===== config.mk =====
export PLATFORM = sky130hd
export DESIGN_NAME = cordic_iter_ctrl
export DESIGN_NICKNAME = d
export VERILOG_FILES = /design/src/rtl/cordic_ctrl_pkg.sv /design/src/rtl/cordic_quad_pre.sv /design/src/rtl/cordic_iter_ctrl.sv
export SDC_FILE = /design/constraint.sdc
export NUM_CORES = 1
export LEC_CHECK = 0
export CAP_MARGIN = 5
export CORE_UTILIZATION = 67
export DETAILED_ROUTE_END_ITERATION = 12
export DONT_BUFFER_PORTS = 1
export PLACE_DENSITY = 0.94
export SLEW_MARGIN = 20
export SYNTH_ARGS = -nofsm -noshare
export SYNTH_HDL_FRONTEND = slang
export SYNTH_HIERARCHICAL = 1
export SYNTH_SLANG_ARGS = --single-unit

===== constraint.sdc =====
create_clock -name clock -period 4.87 [get_ports clock]
set_input_delay 0.974 -clock clock [delete_from_list [all_inputs] [get_ports clock]]
set_output_delay 0.974 -clock clock [all_outputs]
set_load 0.1 [all_outputs]

===== src/rtl/cordic_ctrl_pkg.sv =====
// cordic_ctrl_pkg: shared definitions for the iterative CORDIC sequencer.
//   ctrl_state_t  : sequencer state encoding (IDLE=0, QUAD=1, ISSUE=2, WAIT=3, DONE=4)
//   ITER_MAX      : largest supported iteration count
//   IDX_W         : width of the stage iteration index
//   ang_half_pi() : binary-angle value of pi/2 for a given datapath width
package cordic_ctrl_pkg;

    typedef enum logic [2:0] {
        ST_IDLE  = 3'd0,
        ST_QUAD  = 3'd1,
        ST_ISSUE = 3'd2,
        ST_WAIT  = 3'd3,
        ST_DONE  = 3'd4
    } ctrl_state_t;

    localparam int ITER_MAX = 32;
    localparam int IDX_W    = 5;

    // Angles are binary: 2^(dsize-1) corresponds to pi, so pi/2 is 2^(dsize-2).
    function automatic int ang_half_pi(input int dsize);
        return 1 << (dsize - 2);
    endfunction

endpackage


===== src/rtl/cordic_quad_pre.sv =====
// cordic_quad_pre: combinational quadrant pre-rotation by +/- pi/2.
// Folds an angle outside (-pi/2, pi/2) back into range so the iterative
// rotation can converge over the full +/- pi circle.
//   x_i, y_i, z_i : vector and angle before folding
//   x_o, y_o, z_o : vector and angle after folding
// Only instantiated when CORDIC_ITER_QUAD_EN is defined.
module cordic_quad_pre
    import cordic_ctrl_pkg::*;
#(
    parameter int DSIZE = 16
) (
    input  logic signed [DSIZE-1:0] x_i,
    input  logic signed [DSIZE-1:0] y_i,
    input  logic signed [DSIZE-1:0] z_i,
    output logic signed [DSIZE-1:0] x_o,
    output logic signed [DSIZE-1:0] y_o,
    output logic signed [DSIZE-1:0] z_o
);

    localparam int                      HP_INT      = ang_half_pi(DSIZE);
    localparam logic signed [DSIZE-1:0] HALF_PI     = HP_INT[DSIZE-1:0];
    localparam logic signed [DSIZE-1:0] NEG_HALF_PI = -HALF_PI;
    localparam logic signed [DSIZE-1:0] MOST_NEG    = {1'b1, {(DSIZE-1){1'b0}}};
    localparam logic signed [DSIZE-1:0] MOST_POS    = {1'b0, {(DSIZE-1){1'b1}}};

    // The most negative value has no positive counterpart; clamp it.
    function automatic logic signed [DSIZE-1:0] neg_sat(input logic signed [DSIZE-1:0] v);
        return (v == MOST_NEG) ? MOST_POS : -v;
    endfunction

    always_comb begin
        x_o = x_i;
        y_o = y_i;
        z_o = z_i;
        if (z_i >= HALF_PI) begin
            x_o = neg_sat(y_i);
            y_o = x_i;
            z_o = z_i - HALF_PI;
        end else if (z_i < NEG_HALF_PI) begin
            x_o = y_i;
            y_o = neg_sat(x_i);
            z_o = z_i + HALF_PI;
        end
    end

endmodule


===== src/rtl/cordic_iter_ctrl.sv =====
// cordic_iter_ctrl: iterative sequencer for one shared CORDIC rotation stage.
// Accepts one (X, Y, Z) job, drives the stage ITER times with I = 0..ITER-1,
// feeding each stage result back as the next operand, then presents the
// final vector/angle until the consumer takes it.
//
// Ports
//   clock, rst                : clock and synchronous active-high reset
//   in_valid/in_ready         : job handshake; x_in, y_in, z_in job operands
//   out_valid/out_ready       : result handshake; x_out, y_out, z_out results
//   busy                      : high whenever not IDLE
//   stg_x/y/z, stg_i, stg_dir : operands, iteration index, direction to stage
//   stg_xr/yr/zr              : stage results, valid STAGE_LAT cycles after issue
//
// Build option: define CORDIC_ITER_QUAD_EN to add the quadrant pre-rotation
// state (rotation mode only). Without it convergence is limited to ~+/-99.9 deg.
//
// state | meaning
// IDLE  | waiting for a job; in_ready high, stage operands zero
// QUAD  | one-cycle quadrant fold of the working angle (optional)
// ISSUE | stage operands presented for iteration k
// WAIT  | operands held for the stage latency, result captured on the last cycle
// DONE  | result loaded then held with out_valid until out_ready
module cordic_iter_ctrl
    import cordic_ctrl_pkg::*;
#(
    parameter int    DSIZE     = 16,
    parameter string ROTTMODE  = "ROTT",
    parameter int    ITER      = 16,
    parameter int    STAGE_LAT = 1
) (
    input  logic                    clock,
    input  logic                    rst,
    input  logic                    in_valid,
    output logic                    in_ready,
    input  logic signed [DSIZE-1:0] x_in,
    input  logic signed [DSIZE-1:0] y_in,
    input  logic signed [DSIZE-1:0] z_in,
    output logic                    out_valid,
    input  logic                    out_ready,
    output logic signed [DSIZE-1:0] x_out,
    output logic signed [DSIZE-1:0] y_out,
    output logic signed [DSIZE-1:0] z_out,
    output logic                    busy,
    output logic signed [DSIZE-1:0] stg_x,
    output logic signed [DSIZE-1:0] stg_y,
    output logic signed [DSIZE-1:0] stg_z,
    output logic [IDX_W-1:0]        stg_i,
    output logic                    stg_dir,
    input  logic signed [DSIZE-1:0] stg_xr,
    input  logic signed [DSIZE-1:0] stg_yr,
    input  logic signed [DSIZE-1:0] stg_zr
);

    localparam bit               IS_VEC    = (ROTTMODE == "VECTOR");
    localparam int               K_LAST_I  = ITER - 1;
    localparam logic [IDX_W-1:0] K_LAST    = K_LAST_I[IDX_W-1:0];
    localparam int               WCW       = (STAGE_LAT > 1) ? $clog2(STAGE_LAT) : 1;
    localparam int               WLOAD_I   = STAGE_LAT - 1;
    localparam logic [WCW-1:0]   WAIT_LOAD = WLOAD_I[WCW-1:0];

    ctrl_state_t             state_q, state_d;
    logic signed [DSIZE-1:0] wx_q, wx_d, wy_q, wy_d, wz_q, wz_d;
    logic [IDX_W-1:0]        k_q, k_d;
    logic [WCW-1:0]          wcnt_q, wcnt_d;
    logic                    in_ready_q, in_ready_d;
    logic                    out_valid_q, out_valid_d;
    logic                    busy_q, busy_d;
    logic signed [DSIZE-1:0] x_out_q, x_out_d, y_out_q, y_out_d, z_out_q, z_out_d;
    logic signed [DSIZE-1:0] stg_x_q, stg_x_d, stg_y_q, stg_y_d, stg_z_q, stg_z_d;
    logic [IDX_W-1:0]        stg_i_q, stg_i_d;
    logic                    stg_dir_q, stg_dir_d;

`ifdef CORDIC_ITER_QUAD_EN
    logic signed [DSIZE-1:0] qx, qy, qz;

    cordic_quad_pre #(
        .DSIZE (DSIZE)
    ) u_quad (
        .x_i (wx_q),
        .y_i (wy_q),
        .z_i (wz_q),
        .x_o (qx),
        .y_o (qy),
        .z_o (qz)
    );
`endif

    // Rotation mode steers the residual angle to zero, vectoring steers Y to zero.
    function automatic logic pick_dir(input logic signed [DSIZE-1:0] y,
                                      input logic signed [DSIZE-1:0] z);
        return IS_VEC ? y[DSIZE-1] : ~z[DSIZE-1];
    endfunction

    always_comb begin
        state_d     = state_q;
        wx_d        = wx_q;
        wy_d        = wy_q;
        wz_d        = wz_q;
        k_d         = k_q;
        wcnt_d      = wcnt_q;
        out_valid_d = out_valid_q;
        x_out_d     = x_out_q;
        y_out_d     = y_out_q;
        z_out_d     = z_out_q;
        stg_x_d     = stg_x_q;
        stg_y_d     = stg_y_q;
        stg_z_d     = stg_z_q;
        stg_i_d     = stg_i_q;
        stg_dir_d   = stg_dir_q;

        case (state_q)
            ST_IDLE: begin
                if (in_valid) begin
                    wx_d = x_in;
                    wy_d = y_in;
                    wz_d = z_in;
                    k_d  = '0;
`ifdef CORDIC_ITER_QUAD_EN
                    // The fold is meaningless in vectoring mode, so skip it there.
                    state_d = IS_VEC ? ST_ISSUE : ST_QUAD;
`else
                    state_d = ST_ISSUE;
`endif
                end
            end
`ifdef CORDIC_ITER_QUAD_EN
            ST_QUAD: begin
                wx_d    = qx;
                wy_d    = qy;
                wz_d    = qz;
                state_d = ST_ISSUE;
            end
`endif
            ST_ISSUE: begin
                wcnt_d  = WAIT_LOAD;
                state_d = ST_WAIT;
            end
            ST_WAIT: begin
                if (wcnt_q == '0) begin
                    wx_d = stg_xr;
                    wy_d = stg_yr;
                    wz_d = stg_zr;
                    if (k_q == K_LAST) begin
                        state_d = ST_DONE;
                    end else begin
                        k_d     = k_q + IDX_W'(1);
                        state_d = ST_ISSUE;
                    end
                end else begin
                    wcnt_d = wcnt_q - WCW'(1);
                end
            end
            ST_DONE: begin
                // First DONE cycle loads the result; out_valid follows one cycle later.
                if (!out_valid_q) begin
                    x_out_d     = wx_q;
                    y_out_d     = wy_q;
                    z_out_d     = wz_q;
                    out_valid_d = 1'b1;
                end else if (out_ready) begin
                    out_valid_d = 1'b0;
                    state_d     = ST_IDLE;
                end
            end
            default: begin
                state_d = ST_IDLE;
            end
        endcase

        // Stage operands are registered so they are stable for the whole ISSUE/WAIT window.
        if (state_d == ST_ISSUE) begin
            stg_x_d   = wx_d;
            stg_y_d   = wy_d;
            stg_z_d   = wz_d;
            stg_i_d   = k_d;
            stg_dir_d = pick_dir(wy_d, wz_d);
        end else if (state_d == ST_IDLE) begin
            stg_x_d   = '0;
            stg_y_d   = '0;
            stg_z_d   = '0;
            stg_i_d   = '0;
            stg_dir_d = 1'b0;
        end

        in_ready_d = (state_d == ST_IDLE);
        busy_d     = (state_d != ST_IDLE);
    end

    always_ff @(posedge clock) begin
        if (rst) begin
            state_q     <= ST_IDLE;
            wx_q        <= '0;
            wy_q        <= '0;
            wz_q        <= '0;
            k_q         <= '0;
            wcnt_q      <= '0;
            in_ready_q  <= 1'b1;
            out_valid_q <= 1'b0;
            busy_q      <= 1'b0;
            x_out_q     <= '0;
            y_out_q     <= '0;
            z_out_q     <= '0;
            stg_x_q     <= '0;
            stg_y_q     <= '0;
            stg_z_q     <= '0;
            stg_i_q     <= '0;
            stg_dir_q   <= 1'b0;
        end else begin
            state_q     <= state_d;
            wx_q        <= wx_d;
            wy_q        <= wy_d;
            wz_q        <= wz_d;
            k_q         <= k_d;
            wcnt_q      <= wcnt_d;
            in_ready_q  <= in_ready_d;
            out_valid_q <= out_valid_d;
            busy_q      <= busy_d;
            x_out_q     <= x_out_d;
            y_out_q     <= y_out_d;
            z_out_q     <= z_out_d;
            stg_x_q     <= stg_x_d;
            stg_y_q     <= stg_y_d;
            stg_z_q     <= stg_z_d;
            stg_i_q     <= stg_i_d;
            stg_dir_q   <= stg_dir_d;
        end
    end

    assign in_ready  = in_ready_q;
    assign out_valid = out_valid_q;
    assign busy      = busy_q;
    assign x_out     = x_out_q;
    assign y_out     = y_out_q;
    assign z_out     = z_out_q;
    assign stg_x     = stg_x_q;
    assign stg_y     = stg_y_q;
    assign stg_z     = stg_z_q;
    assign stg_i     = stg_i_q;
    assign stg_dir   = stg_dir_q;

endmodule


# Yosys cells after proc, flatten, opt, wreduce, memory -nomap -nowiden
# Index checks and enable logic that the tools add are counted.
# Widths: inputs -> output; s select.
classes:
  bitwise: 2
  mux: 31
  reduce_logical: 6
  eq_ne: 5
  n_addsub: 2
ops:
  columns: ["cell", "n"]
  rows:
  - ["$mux 16", 10]
  - ["$pmux 16 s2", 3]
  - ["$mux 5", 5]
  - ["$mux 3", 5]
  - ["$pmux 3 s4", 1]
  - ["$pmux 5 s2", 1]
  - ["$eq 3x2->1 const B", 3]
  - ["$logic_not 3->1", 2]
  - ["$add 5x1->5 const B", 1]
  - ["$eq 5x4->1 const B", 1]
  - ["$mux 1", 5]
  - ["$reduce_bool 2->1", 2]
  - ["$eq 3x3->1 const B", 1]
  - ["$reduce_bool 3->1", 1]
  - ["$not 1->1", 2]
  - ["$pmux 1 s2", 1]
  - ["$reduce_and 2->1", 1]
  - ["$sub 1x1->1 const B", 1]
word_totals:
  regBits: 162
  in_bits: 100
  out_inout_bits: 105

# Longest topological paths before layout
# Gate-level depths: netlist of the first run.
logic_depth:
  ltp_word: 7
  ltp_mapped: 8
  mapped_depth_nobuf: 5

# Least setup slack after synthesis of the first run
# OpenSTA, ideal clock, no wires.
synth_path:
  kind: "input to register"
  startpoint: "input rst"
  endpoint: "register stg_x_q[0] (netlist: stg_x[0])"
  path_slack_ps: 2419
  path_buffers: 3
  stages: 7
  t_required_ps: 4752
  t_arrival_ps: 2333
  path_cell_list: "buf_2 -> and4bb_1 -> clkbuf_1 -> clkbuf_1 -> and2_1 -> a221o_1 -> a22o_1"
synth_rtl:
  columns: ["item", "line", "text"]
  rows:
  - ["start, declared", "cordic_iter_ctrl.sv:32", "input logic rst,"]
  - ["end signal, assigned", "cordic_iter_ctrl.sv:221", "stg_x_q <= stg_x_d;"]
  - ["end, declared", "cordic_iter_ctrl.sv:69", "logic signed [DSIZE-1:0] stg_x_q, stg_x_d, stg_y_q, stg_y_d, stg_z_q, stg_z_d;"]

# Worst setup path after layout of the first run
layout_path:
  startpoint: "register k_q[0]"
  endpoint: "register stg_x_q[6] (netlist: stg_x[6])"
layout_via:
  elab_chain_len: 6
  word_cells_on_any_way: 8
layout_rtl:
  columns: ["item", "line", "text"]
  rows:
  - ["start, declared", "cordic_iter_ctrl.sv:63", "logic [IDX_W-1:0] k_q, k_d;"]
  - ["start signal, assigned", "cordic_iter_ctrl.sv:213", "k_q <= k_d;"]
  - ["$eq 5x4->1 *", "cordic_iter_ctrl.sv:143", "if (k_q == K_LAST) begin"]
  - ["$mux 3 *", "cordic_iter_ctrl.sv:143", null]
  - ["$mux 3 *", "cordic_iter_ctrl.sv:139", "if (wcnt_q == '0) begin"]
  - ["$pmux 3 s4 *", "cordic_iter_ctrl.sv:111", "case (state_q)"]
  - ["$eq 3x2->1 or $logic_not 3->1 (tied branches)", "cordic_iter_ctrl.sv:171, cordic_iter_ctrl.sv:177", null]
  - ["$mux 16 or $reduce_bool 2->1 (tied branches)", null, null]
# Every way passes the cells marked *; elsewhere a longest branch is shown, timed or not.
# A chain may end at the register's enable or synchronous reset.

==> reports/results.ini, run 1 <==
[global_route]
grt_use_total_pct = 30.9
grt_pass1_wl_um = 20900
grt_max_degree = 65
antenna_found_initial = 1
grt.overflow.total = 0
first_global_vias = 4154

[sta]
finalSetupViolCount = 0
rsz0062_at_grt = false
min_period_over_period_pct = 53.7
finClkSkew_ns = 0.00978
worstMarginPinSlew_ns = 1.16
finalCriticalPeriod_ns = 2.62
fmax_mhz = 382
slew_violations = 0
max_slew_margin_pct = 22.6
finalHoldViolations = 0
finalSetupTns_ns = 0

[synthesis]
avgSynthCellArea_um2 = 10.3
ys_seq_area_share_pct = 56.9
dominantRegCellSynth = dfxtp_1
synthDistinctLibCells = 39
async_flop_share_pct = 0
netlist_area_um2 = 5660
synth_area_leaders = dfxtp_1, a221o_1, a22o_1
netlist.area_leader.share_pct = 56.9
yosysTopAreaCell = dfxtp_1
ys_seq_elements = 161
yosysWarnings = 6
synth_edf_count = 0
synthCells = 551
syn_nets = 652

[die]
coreArea_um2 = 8180
fp.dieW_um = 93.9
floorplan.rows = 33
die_area_um2 = 8820
die_h_um = 93.9
io_pins = 205
start_util_pct = 69.2

[clock_network]
tritoncts = done
clk_latency_ns = 0.51
cts.repair.resized = 0
holdBufCountCts = 0
cts_num_sinks = 161
cts_buffers = 17
cts_buffer_depth = 2
htree_levels = 4
cts-root-buf = clkbuf_8
clk_pin_slew_ns = 0.06
postCtsSetupRepairBufs = 0

[min_path]
hold_class = reg2reg

[power]
cellLeakagePower_nw = 2.33
power_density_nw_per_um2 = 477
ir_drop_mv = 0.310

[cells_and_area]
nFillCells = 545
final_cells = 650
syn_to_final_growth_pct = 10.3
layout.nets = 633
drive_above_1_share_pct = 7.90

[setup_path]
critical_path.top_delay_family = compound AO/OA/AOI/OAI gates
slowest_delay_ns = 0.54
required_ns = 5.31
slowest_stage = a21oi_4
path_buf_inv = 1
critPathKind = reg2reg
worstPathArrival_ns = 3.06
endpoint_kind = register
worstPathMaxFanout = 33
startpoint_type = register
cp_cell_sequence = ha_1 -> nand4b_1 -> a21o_1 -> a21oi_4 -> buf_4 -> a22o_1

[place]
numPlacedInstances = 616
port_buffers = 0
place_congestion = 0.803
hpwl_um = 8720

[route]
wl_um = 13800
wl_per_cell_um = 21.2
drt_iter0_markers = 252
vias = 4280
drt_pass1_iterations = 5
vias_per_cell = 6.58
ant_nets = 0
drc_errors = 0

[run]
maxCapViolations = 0

[run_status]
status = finished clean

placed cells by master, fill, tap and decap left out, types with 2 or more instances in the layout:
cell and n:
dfxtp_1 161, nand2_1 102, a21oi_1 55, a22o_1 51, and2_1 47, a221o_1 47, clkbuf_16 16, nor2_1 5
buf_4 4, nand4_1 3, o21ai_0 3, clkinvlp_4 3, clkinv_4 3, a21o_1 2, and3b_1 2, o2bb2ai_1 2
and3_1 2, nor3_1 2, clkbuf_8 2, bufinv_16 2, clkbuf_1 2, inv_6 2, buf_16 2
layer usage:
layer  track usage (%)  part of all wire, %  vias up
met1              35.5                   39     2066
met3              10.5                   10       26
li1                  -                    -     1958
met2              52.1                   49      230
met4              13.5                  2.0        0
met5                 0                    0        -
synthesized netlist by cell type (3+ instances only):
cell and count:
buf_6 5, dfxtp_1 161, nand4_1 3, clkbuf_1 21, a22o_1 51, buf_2 15, a21oi_1 55, buf_4 3
and2_1 47, nor2_1 5, a221o_1 47, o21ai_0 3, nand2_1 102
sequential cells by signal, indices dropped and copies added, names as in the netlist:
| signal | count |
|---|---|
| stg_x | 16 |
| stg_y | 16 |
| stg_z | 16 |
| wx_q | 16 |
| wy_q | 16 |
| wz_q | 16 |
| x_out | 16 |
| y_out | 16 |
| z_out | 16 |
| k_q | 5 |
| stg_i | 5 |
| state_q | 3 |
| busy | 1 |
| in_ready | 1 |
| out_valid | 1 |
| stg_dir | 1 |
through the flow:
stage	hold WS (ns)	utilization (%)	setup WS (ns)	cell area (um^2)	power (mW)
CTS	0.452	75.7	2.27	6190	2.98
finish	0.452	76.4	2.25	6250	2.98
global placement	0.433	68.8	1.97	5620	1.73
floorplan	0.432	-	2.42	5660	1.72
global route	0.471	76.4	2.01	6240	3.07
detailed placement	0.441	68.8	1.91	5620	1.74
kinds of logic (layout without fill, tap and decap cells):
group	Yosys count	count (layout)	synth area share (%)
AO/OA/AOI/OAI	165	165	22.7
buffers and inverters	45	38	4.18
flip-flops	161	161	56.9
AND/OR/NAND/NOR	178	178	15.8
other	0	1	0
multiplexers	1	1	0.177
adder cells (fa/ha/maj)	1	1	0.221
where the power goes:
group	switching, mW	internal, mW	leakage, nW	total, mW
logic	0.0790	0.0587	0.753	0.138
clock network	0.514	0.745	0.268	1.26
registers	0.208	1.38	1.31	1.58
worst register-to-register path, delay by kind of cell (launching register included):
family                     cells  cell delay [ns]
AOI/OAI and AO/OA              3             1.07
adders and majority gates      1             0.29
buffers and inverters          1             0.50
DFF                            1             0.39
and+or+nand+nor                1             0.31
layout make-up:
| cell class | instances | area, um^2 | area share [%] |
|---|---|---|---|
| Antenna cell | 1 | 2.50 | 0.0401 |
| Clock buffer | 20 | 435 | 6.97 |
| Clock inverter | 11 | 131 | 2.10 |
| Inverter | 1 | 3.75 | 0.0601 |
| Multi-Input combinational cell | 345 | 2230 | 35.8 |
| Sequential cell | 161 | 3220 | 51.6 |
| Tap cell | 105 | 131 | 2.10 |
| Timing Repair Buffer | 6 | 85.1 | 1.36 |
path summary, 6_finish.rpt:
| path | from | endpoint | slack (ns) | cells after the start |
|---|---|---|---|---|
| max | k_q[0] | stg_x[6] | 2.25 | 6 |
| max reg2reg | k_q[0] | stg_x[6] | 2.25 | 6 |
| min | wz_q[10] | z_out[10] | 0.45 | 2 |
| min reg2reg | wz_q[10] | z_out[10] | 0.45 | 2 |
(Power assumes the default switching activity.)
==> inputs of run 2 (changes only) <==
- CORE_UTILIZATION: 67 -> 56
- PLACE_DENSITY: 0.94 -> 0.85
- clock period: 4.87 -> 2.35 ns (I/O delays scaled with it)
==> reports/results.ini, run 2 (same netlist as run 1, synthesis figures left out) <==
[route]
drc_errors = 0  ; unchanged
drt_iter0_markers = 266  ; +5.6%
drt_pass1_iterations = 5  ; unchanged
ant_nets = 0  ; unchanged
wl_per_cell_um = 20.1  ; -5.1%
vias = 4779  ; +12%
vias_per_cell = 6.01  ; -8.7%
wl_um = 16000  ; +16%

[setup_path]
critPathKind = reg2reg
slowest_stage = dfxtp_1
cp_cell_sequence = and3b_1 -> nor3_4 -> buf_12 -> a221o_1 -> a22o_1
critical_path.top_delay_family = compound AO/OA/AOI/OAI gates
endpoint_kind = register
path_buf_inv = 1  ; unchanged
worstPathMaxFanout = 47  ; +42%
worstPathArrival_ns = 2.41  ; -0.65 ns
slowest_delay_ns = 0.50  ; -0.04 ns
startpoint_type = register
required_ns = 2.76  ; -2.55 ns

[sta]
finalSetupViolCount = 0  ; unchanged
finalSetupTns_ns = 0  ; unchanged
worstMarginPinSlew_ns = 0.957  ; -0.202 ns
finalCriticalPeriod_ns = 2.00  ; -0.618 ns
fmax_mhz = 501  ; +31%
finClkSkew_ns = 0.00962  ; -0.000161 ns
rsz0062_at_grt = false
finalHoldViolations = 0  ; unchanged
max_slew_margin_pct = 36.1  ; +13 points
worst_slack_ns = 0.353  ; -1.90 ns
min_period_over_period_pct = 85.0  ; +31 points
slew_violations = 0  ; unchanged

[clock_network]
cts_buffer_depth = 2  ; unchanged
cts-root-buf = clkbuf_8
tritoncts = done
htree_levels = 4  ; unchanged
clk_latency_ns = 0.53  ; +0.02 ns
cts_buffers = 17  ; unchanged
cts_num_sinks = 161  ; unchanged
clk_pin_slew_ns = 0.07  ; about the same

[place]
placed_area_um2 = 6560  ; +17%
dp_slack_ns = 0.403  ; -1.51 ns
port_buffers = 0  ; unchanged
numPlacedInstances = 757  ; +23%
place_congestion = 0.821  ; +2.2%
hpwl_um = 10100  ; +15%

[power]
p_sw_mw = 1.73  ; +120%
combPwrFrac_pct = 11.7  ; +7.1 points
p_clk_share_pct = 42.9  ; +0.6 points
ir_drop_mv = 0.635  ; +100%
power_density_nw_per_um2 = 894  ; +87%
total_power_mw = 6.43  ; +120%
seqPwrFrac_pct = 45.4  ; -7.7 points
cellLeakagePower_nw = 2.96  ; +27%
switching_share_pct = 26.9  ; +0.044 points
p_int_mw = 4.70  ; +120%

[cells_and_area]
layout.nets = 747  ; +18%
drive_above_1_share_pct = 23.5  ; +16 points
final_cells = 795  ; +22%
fin_area_um2 = 7190  ; +15%
mostFrequentLayoutCell = dfxtp_1
syn_to_final_growth_pct = 26.9
final_cell_mix = dfxtp_1, buf_4, nand2_1

[run_status]
status = finished clean

[run]
maxCapViolations = 0  ; unchanged

[global_route]
antenna_found_initial = 2  ; +1
first_global_vias = 4792  ; +15%
grt.overflow.total = 0  ; unchanged
grt_use_total_pct = 29.7  ; -1.2 points
grt_pass1_wl_um = 23500  ; +12%
grt_max_degree = 51  ; -22%

[die]
floorplan.rows = 36  ; +9.1%
io_pins = 205  ; unchanged
start_util_pct = 57.9  ; -11 points
die_area_um2 = 10500  ; +19%
coreArea_um2 = 9770  ; +20%
fp.dieW_um = 103  ; +9.2%
die_h_um = 103  ; +9.2%

[min_path]
hold_class = in2reg

run 2: changes by cell type in the layout (fill, tap and decap cells not counted), sizes merged:
cell / change
inv: -1
buf: +111
dlygate4sd3: +3
diode: +2
bufinv: +1
clkinv: +1
run 2: timing repair:
| action | 4_1_cts | 5_1_grt |
|---|---|---|
| endpoints found under the hold margin | 12 | 5 |
| setup buffers | 0 | 0 |
| resized for setup | 0 | 0 |
| hold buffers | 2 | 1 |
run 2: worst paths after layout:
path / slack, ns / cells past startpoint / startpoint / end
hold reg to reg: 0.45 / 2 / wx_q[7] / x_out[7]
setup reg to reg: 0.35 / 5 / state_q[0] / stg_y[0]
hold / removal: 0.03 / 1 / rst / k_q[0]
setup / recovery: 0.35 / 5 / state_q[0] / stg_y[0]
run 2: area by class of cell:
class                           instances  area, um^2
Fill cell                             658        2590
Clock inverter                         12         158
Inverter                                1        3.75
Timing Repair Buffer                  120         958
Tap cell                              133         166
Clock buffer                           20         435
Sequential cell                       161        3220
Multi-Input combinational cell        345        2230
Antenna cell                            3        7.51
run 2: layer usage:
| layer | routed length (um) | up-vias | share of wire [%] | GRT usage [%] |
|---|---|---|---|---|
| li1 | - | 2183 | - | - |
| met1 | 5930 | 2314 | 37 | 31.9 |
| met2 | 8100 | 243 | 51 | 52.7 |
| met3 | 1550 | 39 | 9.7 | 10.4 |
| met4 | 425 | 0 | 2.7 | 13.0 |
| met5 | 0 | - | 0 | 0 |
run 2: power groups by stage:
stage          Clock (mW)  Combinational [mW]  Sequential [mW]
6_report             2.76               0.749             2.92
5_1_grt              2.91               0.774             2.93
4_1_cts              2.78               0.744             2.92
2_1_floorplan           0               0.254             3.31
3_3_place_gp            0               0.717             2.97
3_5_place_dp            0               0.732             2.97
run 2: metrics by stage:
step | hold slack (ns) | util [%]
floorplan | 0.432 | -
global placement | 0.433 | 67.1
detailed placement | 0.440 | 67.1
CTS | 0.000218 | 73.3
global route | 0.00659 | 73.5
finish | 0.0304 | 73.5
